===== config.mk =====
export PLATFORM = sky130hd
export DESIGN_NAME = mem_arbiter
export DESIGN_NICKNAME = d
export VERILOG_FILES = /design/src/rtl/mem_arbiter_pkg.sv /design/src/rtl/mem_arbiter_burst_counter.sv /design/src/rtl/mem_arbiter.sv
export SDC_FILE = /design/constraint.sdc
export NUM_CORES = 1
export LEC_CHECK = 0
export CORE_AREA = 3 3 131 133
export DETAILED_ROUTE_END_ITERATION = 7
export DIE_AREA = 0 0 134 136
export GPL_ROUTABILITY_DRIVEN = 1
export SLEW_MARGIN = 5
export SYNTH_ARGS = -nofsm -noshare
export SYNTH_HDL_FRONTEND = slang
export SYNTH_SLANG_ARGS = --single-unit
export TNS_END_PERCENT = 50

===== constraint.sdc =====
create_clock -name i_clk -period 2.7 [get_ports i_clk]
set_clock_uncertainty 0.2 [all_clocks]
set_input_delay 0.54 -clock i_clk [delete_from_list [all_inputs] [get_ports i_clk]]
set_output_delay 0.54 -clock i_clk [all_outputs]
set_load 0.1 [all_outputs]

===== src/rtl/mem_arbiter_pkg.sv =====
// Shared definitions for the instruction/data cache memory arbiter.
//   BLOCK_WORDS : default burst length in words
//   WORD_BYTES  : default bytes per memory word
//   t_arb_state : arbiter FSM encoding
package mem_arbiter_pkg;

  localparam int BLOCK_WORDS = 16;
  localparam int WORD_BYTES  = 4;

  typedef enum logic [1:0] {
    ST_IDLE    = 2'd0,
    ST_IC_XFER = 2'd1,
    ST_DC_XFER = 2'd2,
    ST_DONE    = 2'd3
  } t_arb_state;

endpackage


===== src/rtl/mem_arbiter_burst_counter.sv =====
// Beat counter for one burst.
//   i_clk, i_rst : clock, synchronous active-high reset
//   i_clr        : force the count to 0 (start of a new burst)
//   i_inc        : a beat completed this cycle
//   o_cnt        : current beat index
//   o_last       : current beat is the final one of the block
module burst_counter #(
  parameter int BLOCK_WORDS = 16,
  parameter int CNT_W       = $clog2(BLOCK_WORDS)
) (
  input  logic             i_clk,
  input  logic             i_rst,
  input  logic             i_clr,
  input  logic             i_inc,
  output logic [CNT_W-1:0] o_cnt,
  output logic             o_last
);

  logic [CNT_W-1:0] cnt_q, cnt_d;

  assign o_last = (cnt_q == CNT_W'(BLOCK_WORDS - 1));
  assign o_cnt  = cnt_q;

  always_comb begin
    cnt_d = cnt_q;
    if (i_clr)      cnt_d = '0;
    else if (i_inc) cnt_d = o_last ? '0 : cnt_q + CNT_W'(1);
  end

  always_ff @(posedge i_clk) begin
    if (i_rst) cnt_q <= '0;
    else       cnt_q <= cnt_d;
  end

endmodule


===== src/rtl/mem_arbiter.sv =====
// Two-port memory arbiter: an I-cache fill port and a D-cache fill/write-back
// port share one beat-oriented memory port. A grant covers a whole block
// burst; simultaneous requests alternate via a last-grant flag.
//   i_clk, i_rst                     : clock, synchronous active-high reset
//   i_ic_* / o_ic_*                  : I-cache fill request and handshakes
//   i_dc_* / o_dc_*                  : D-cache fill/write-back request
//   o_rdata, o_word_idx              : shared read word and beat index
//   o_mem_* / i_mem_*                : memory beat interface
module mem_arbiter #(
  parameter int ADDR_W      = 64,
  parameter int DATA_W      = 32,
  parameter int BLOCK_WORDS = mem_arbiter_pkg::BLOCK_WORDS
) (
  input  logic                           i_clk,
  input  logic                           i_rst,
  input  logic                           i_ic_req,
  input  logic [ADDR_W-1:0]              i_ic_addr,
  output logic                           o_ic_valid,
  output logic                           o_ic_done,
  input  logic                           i_dc_req,
  input  logic                           i_dc_we,
  input  logic [ADDR_W-1:0]              i_dc_addr,
  input  logic [DATA_W-1:0]              i_dc_wdata,
  output logic                           o_dc_valid,
  output logic                           o_dc_done,
  output logic [DATA_W-1:0]              o_rdata,
  output logic [$clog2(BLOCK_WORDS)-1:0] o_word_idx,
  output logic                           o_mem_req,
  output logic                           o_mem_we,
  output logic [ADDR_W-1:0]              o_mem_addr,
  output logic [DATA_W-1:0]              o_mem_wdata,
  input  logic                           i_mem_ready,
  input  logic [DATA_W-1:0]              i_mem_rdata
);

  import mem_arbiter_pkg::*;

  localparam int CNT_W = $clog2(BLOCK_WORDS);
  localparam int WB    = DATA_W / 8;
  localparam int WB_SH = $clog2(WB);
  localparam int OFF_W = $clog2(BLOCK_WORDS * WB);
  localparam logic [ADDR_W-1:0] BASE_MASK = {ADDR_W{1'b1}} << OFF_W;

  t_arb_state        state_q, state_d;
  logic [ADDR_W-1:0] base_q, base_d;
  logic              we_q, we_d;
  logic              dc_gnt_q, dc_gnt_d;     // current owner: 1 = DC
  logic              last_dc_q, last_dc_d;   // previous owner: 1 = DC
  logic              pick_dc;
  logic              in_xfer, beat, start;
  logic [CNT_W-1:0]  cnt;
  logic              cnt_last;

  assign in_xfer = (state_q == ST_IC_XFER) || (state_q == ST_DC_XFER);
  assign start   = (state_q == ST_IDLE) && (i_ic_req || i_dc_req);
  assign beat    = in_xfer && i_mem_ready && !i_rst;

  burst_counter #(.BLOCK_WORDS(BLOCK_WORDS)) u_cnt (
    .i_clk  (i_clk),
    .i_rst  (i_rst),
    .i_clr  (start),
    .i_inc  (beat),
    .o_cnt  (cnt),
    .o_last (cnt_last)
  );

  always_comb begin
    state_d   = state_q;
    base_d    = base_q;
    we_d      = we_q;
    dc_gnt_d  = dc_gnt_q;
    last_dc_d = last_dc_q;
    // On a tie the side that did not own the previous burst wins.
    pick_dc   = (i_ic_req && i_dc_req) ? !last_dc_q : i_dc_req;
    case (state_q)
      ST_IDLE: begin
        if (start) begin
          state_d  = pick_dc ? ST_DC_XFER : ST_IC_XFER;
          dc_gnt_d = pick_dc;
          we_d     = pick_dc && i_dc_we;
          base_d   = (pick_dc ? i_dc_addr : i_ic_addr) & BASE_MASK;
        end
      end
      ST_IC_XFER, ST_DC_XFER: begin
        // Requests are not looked at here, so a dropped req is ignored.
        if (beat && cnt_last) state_d = ST_DONE;
      end
      ST_DONE: begin
        last_dc_d = dc_gnt_q;
        state_d   = ST_IDLE;
      end
      default: state_d = ST_IDLE;
    endcase
  end

  always_ff @(posedge i_clk) begin
    if (i_rst) begin
      state_q   <= ST_IDLE;
      base_q    <= '0;
      we_q      <= 1'b0;
      dc_gnt_q  <= 1'b0;
      last_dc_q <= 1'b0;
    end else begin
      state_q   <= state_d;
      base_q    <= base_d;
      we_q      <= we_d;
      dc_gnt_q  <= dc_gnt_d;
      last_dc_q <= last_dc_d;
    end
  end

  // Outputs decode registered state; reset blanks them in the same cycle.
  assign o_mem_req   = in_xfer && !i_rst;
  assign o_mem_we    = o_mem_req && we_q;
  assign o_mem_addr  = o_mem_req ? base_q + (ADDR_W'(cnt) << WB_SH) : '0;
  assign o_mem_wdata = o_mem_req ? i_dc_wdata : '0;
  assign o_rdata     = beat ? i_mem_rdata : '0;
  assign o_ic_valid  = beat && !dc_gnt_q;
  assign o_dc_valid  = beat && dc_gnt_q;
  assign o_ic_done   = (state_q == ST_DONE) && !dc_gnt_q && !i_rst;
  assign o_dc_done   = (state_q == ST_DONE) && dc_gnt_q && !i_rst;
  assign o_word_idx  = i_rst ? '0 : cnt;

endmodule


==> metrics <==
status finished clean; Yosys Warn Count 0; crit path launch state_q[1]$_SDFFE_PP0P_; flip-flop and latch count after synthesis 67; Vias/cell 4.46; Post-DRT Antenna Nets 0; endpoint class of the critical path output pin; adder-cell share of the synthesized area 0.986%; synth unique cells 34; DRC Markers 0; vias in the first global route 4,519; total power 6880 uW; CTS tree done; Final HPWL DP 13.6 mm; Root Driver clkbuf_16; Hold Fails Final Rpt 0; Congestion Overflow GR 0; first-pass GRT wire length 25.7 mm; clock tree sinks 67; placed instance count 970; RSZ-0062 raised after global routing true; area of the core 15,900 um^2; Tcrit/Tclk final 99.9%; final slew viol count 0; Synth Cell Area 3810 um^2; Die ar. 18,200 um^2; Worst Path Max Fanout 9; filler instances 1,286; Die Y 136 um; CP peak stage delay 0.35 ns; Num CTS Buffers 9; crit-path cells inv_2 > ha_4 > nor2b_4 > buf_6 > clkbuf_16 > buf_16 > and3_4 > buf_12; largest family of logic cells by synthesized area simple AND/OR/NAND/NOR gates; Setup TNS 0 ns; PD cells 722 nW/um^2; Final Non-Filler Cells 1,002; Max Clock Freq 371 MHz; Synth Area in Simple Gates 30.6%; P_leak 0.00392 uW; EDFF count, synth 0; Max-cap violations 0; R2R setup slack 0.62 ns; die extent in x 134 um; crit path to o_rdata[29]; worst reg2reg path depth 9; Final setup viols 0; Cell Rows 46; Max VDD drop 0.323 mV; fraction of layout cells with a size suffix above 1 39.3%; RR Startpoint state_q[1]$_SDFFE_PP0P_; CP Data Required Time 1.96 ns; DP Worst Slack -0.0198 ns; multiplexer share of the synthesized area 15.8%; crit path DAT 1.96 ns; final worst slack 0.00327 ns; Clock transition at path regs 0.05 ns; async set-reset flop share out of synthesis 0%; Syn Area/Cell 8.21 um^2; WL/cell 18.4 um; largest net degree at the start of global routing 61; RR Endpoint u_cnt.o_cnt[3]$_SDFFE_PP0P_; gr usage total 18.1%; cell area after layout 9530 um^2; slowest stage cell, crit path dfxtp_2; Tmin final 2.70 ns; vias post-DR 4,473; Initial Util 23.9%; CTS HTree Levels 3; ys flop type dfxtp_1; port buffer count 321; Area Overhead vs Synth 150%; XOR/XNOR Fraction of Synth Area 0.230%; drt first-iter violations 104; sequential element share of the synthesized area 35.2%; Mapped Cells 464; Final GP Congestion 0.803; initial antenna violation count 3; complex-gate fraction of the synthesized area 10.8%; I/O pin cnt 336; Post-Route WL 18.4 mm; Pre-antenna DRT Iters 5; Hold Crit Class flip-flop to flip-flop; Max Root-Sink Buffers 2; Worst Path Class, Setup flip-flop to output pin; Startpoint Class flip-flop; fin nets 981; Area after DPL 8690 um^2; Worst-Skew Late Latency 0.32 ns
-- layout by cell type, fill, tap and decap left out, drive strengths merged --
master / n
dfxtp: 67
nand2: 64
and3: 33
dlygate4sd2: 1
a211o: 1
nor2: 5
diode: 2
buf: 156
ha: 3
and3b: 2
xor2: 1
or2: 1
a2bb2oi: 1
a22o: 1
clkinv: 1
a211oi: 1
or3: 1
nor3b: 1
inv: 3
o21ai: 59
bufinv: 1
nand3: 5
nand3b: 1
nor2b: 5
a311oi: 1
conb: 2
a311o: 1
clkdlybuf4s50: 184
clkbuf: 18
and2: 95
a21oi: 6
mux2i: 60
a21boi: 1
a21o: 2
-- metal layers --
metal,track usage (%),wire length [um]
met4,7.26,362
met5,0,16
met3,6.55,1590
met1,18.1,6500
met2,34.2,9980
-- cell usage after synthesis (2+ instances only) --
cell type / count / area share (%)
o21ai_1: 9 / 1.2
nand3_1: 4 / 0.53
buf_2: 3 / 0.39
and2_1: 95 / 16
ha_1: 3 / 0.99
dfxtp_1: 67 / 35
nor2b_1: 5 / 0.82
nor2_1: 5 / 0.49
mux2i_1: 60 / 16
o21ai_0: 50 / 6.6
clkbuf_1: 20 / 2.0
a21oi_1: 5 / 0.66
and3_1: 33 / 5.4
and3b_1: 2 / 0.46
a21o_1: 2 / 0.39
nand2_1: 64 / 6.3
buf_4: 17 / 3.4
clkbuf_2: 2 / 0.26
inv_1: 3 / 0.30
-- per-stage QoR --
stage	utilization, %	hold slack [ns]
after floorplan	-	0.217
after global placement	54.5	0.227
after detailed placement	54.5	0.234
after CTS	57.8	0.244
after global routing	59.8	0.257
final	59.8	0.241
-- critical path, delay by kind of cell, from the launching register on --
| kind | cells | cell delay (ns) |
|---|---|---|
| DFF | 1 | 0.35 |
| adders and majority gates | 1 | 0.27 |
| buffers and inverters | 5 | 0.66 |
| and+or+nand+nor | 2 | 0.35 |
-- how the worst min path moves through the flow --
stage                                  from                 endpoint  cells after the start
finish              base_q[16]$_SDFFE_PP0P_  base_q[16]$_SDFFE_PP0P_                      2
floorplan           base_q[10]$_SDFFE_PP0P_  base_q[10]$_SDFFE_PP0P_                      2
CTS                 base_q[16]$_SDFFE_PP0P_  base_q[16]$_SDFFE_PP0P_                      2
detailed placement  base_q[55]$_SDFFE_PP0P_  base_q[55]$_SDFFE_PP0P_                      2
global route        base_q[16]$_SDFFE_PP0P_  base_q[16]$_SDFFE_PP0P_                      2
global placement    base_q[57]$_SDFFE_PP0P_  base_q[57]$_SDFFE_PP0P_                      2
-- logic make-up (layout without fill, tap and decap cells) --
family                   Yosys count  in the layout
multiplexers                      60             60
buffers and inverters             45            364
AND/OR/NAND/NOR                  213            213
adder cells (fa/ha/maj)            3              3
flip-flops                        67             67
XOR/XNOR                           1              1
AO/OA/AOI/OAI                     74             74
other                              1              4
-- registers in the layout, summed over array words and instances (netlist names) --
name / cells
state_q: 2
we_q: 1
last_dc_q: 1
base_q: 58
dc_gnt_q: 1
u_cnt.o_cnt: 4
-- power breakdown --
part	switching [uW]	internal (uW)	total (uW)	leakage, uW
Combinational	2560	1780	4340	0.00322
Clock	395	758	1150	0.000146
Sequential	134	1260	1390	0.000553
-- repair_timing --
action / in CTS / in global routing
gates resized for setup: 30 / 47
setup buffers: 4 / 1
hold buffers: 0 / 0
setup endpoints to repair: 126 / 100
gates cloned: 3 / 7
pin swaps: 0 / 21
-- layout make-up --
cell class	count	area [um^2]	share of cell area (%)
antenna	2	5.00	0.0525
clock inverter	2	35.0	0.367
tap	216	270	2.83
timing repair buffer	346	5040	52.8
sequential	67	1340	14.1
multi-input combinational	353	2570	27.0
clock buffer	13	260	2.73
inverter	3	11.3	0.118
No activity file was read; power rests on OpenSTA's default activity.
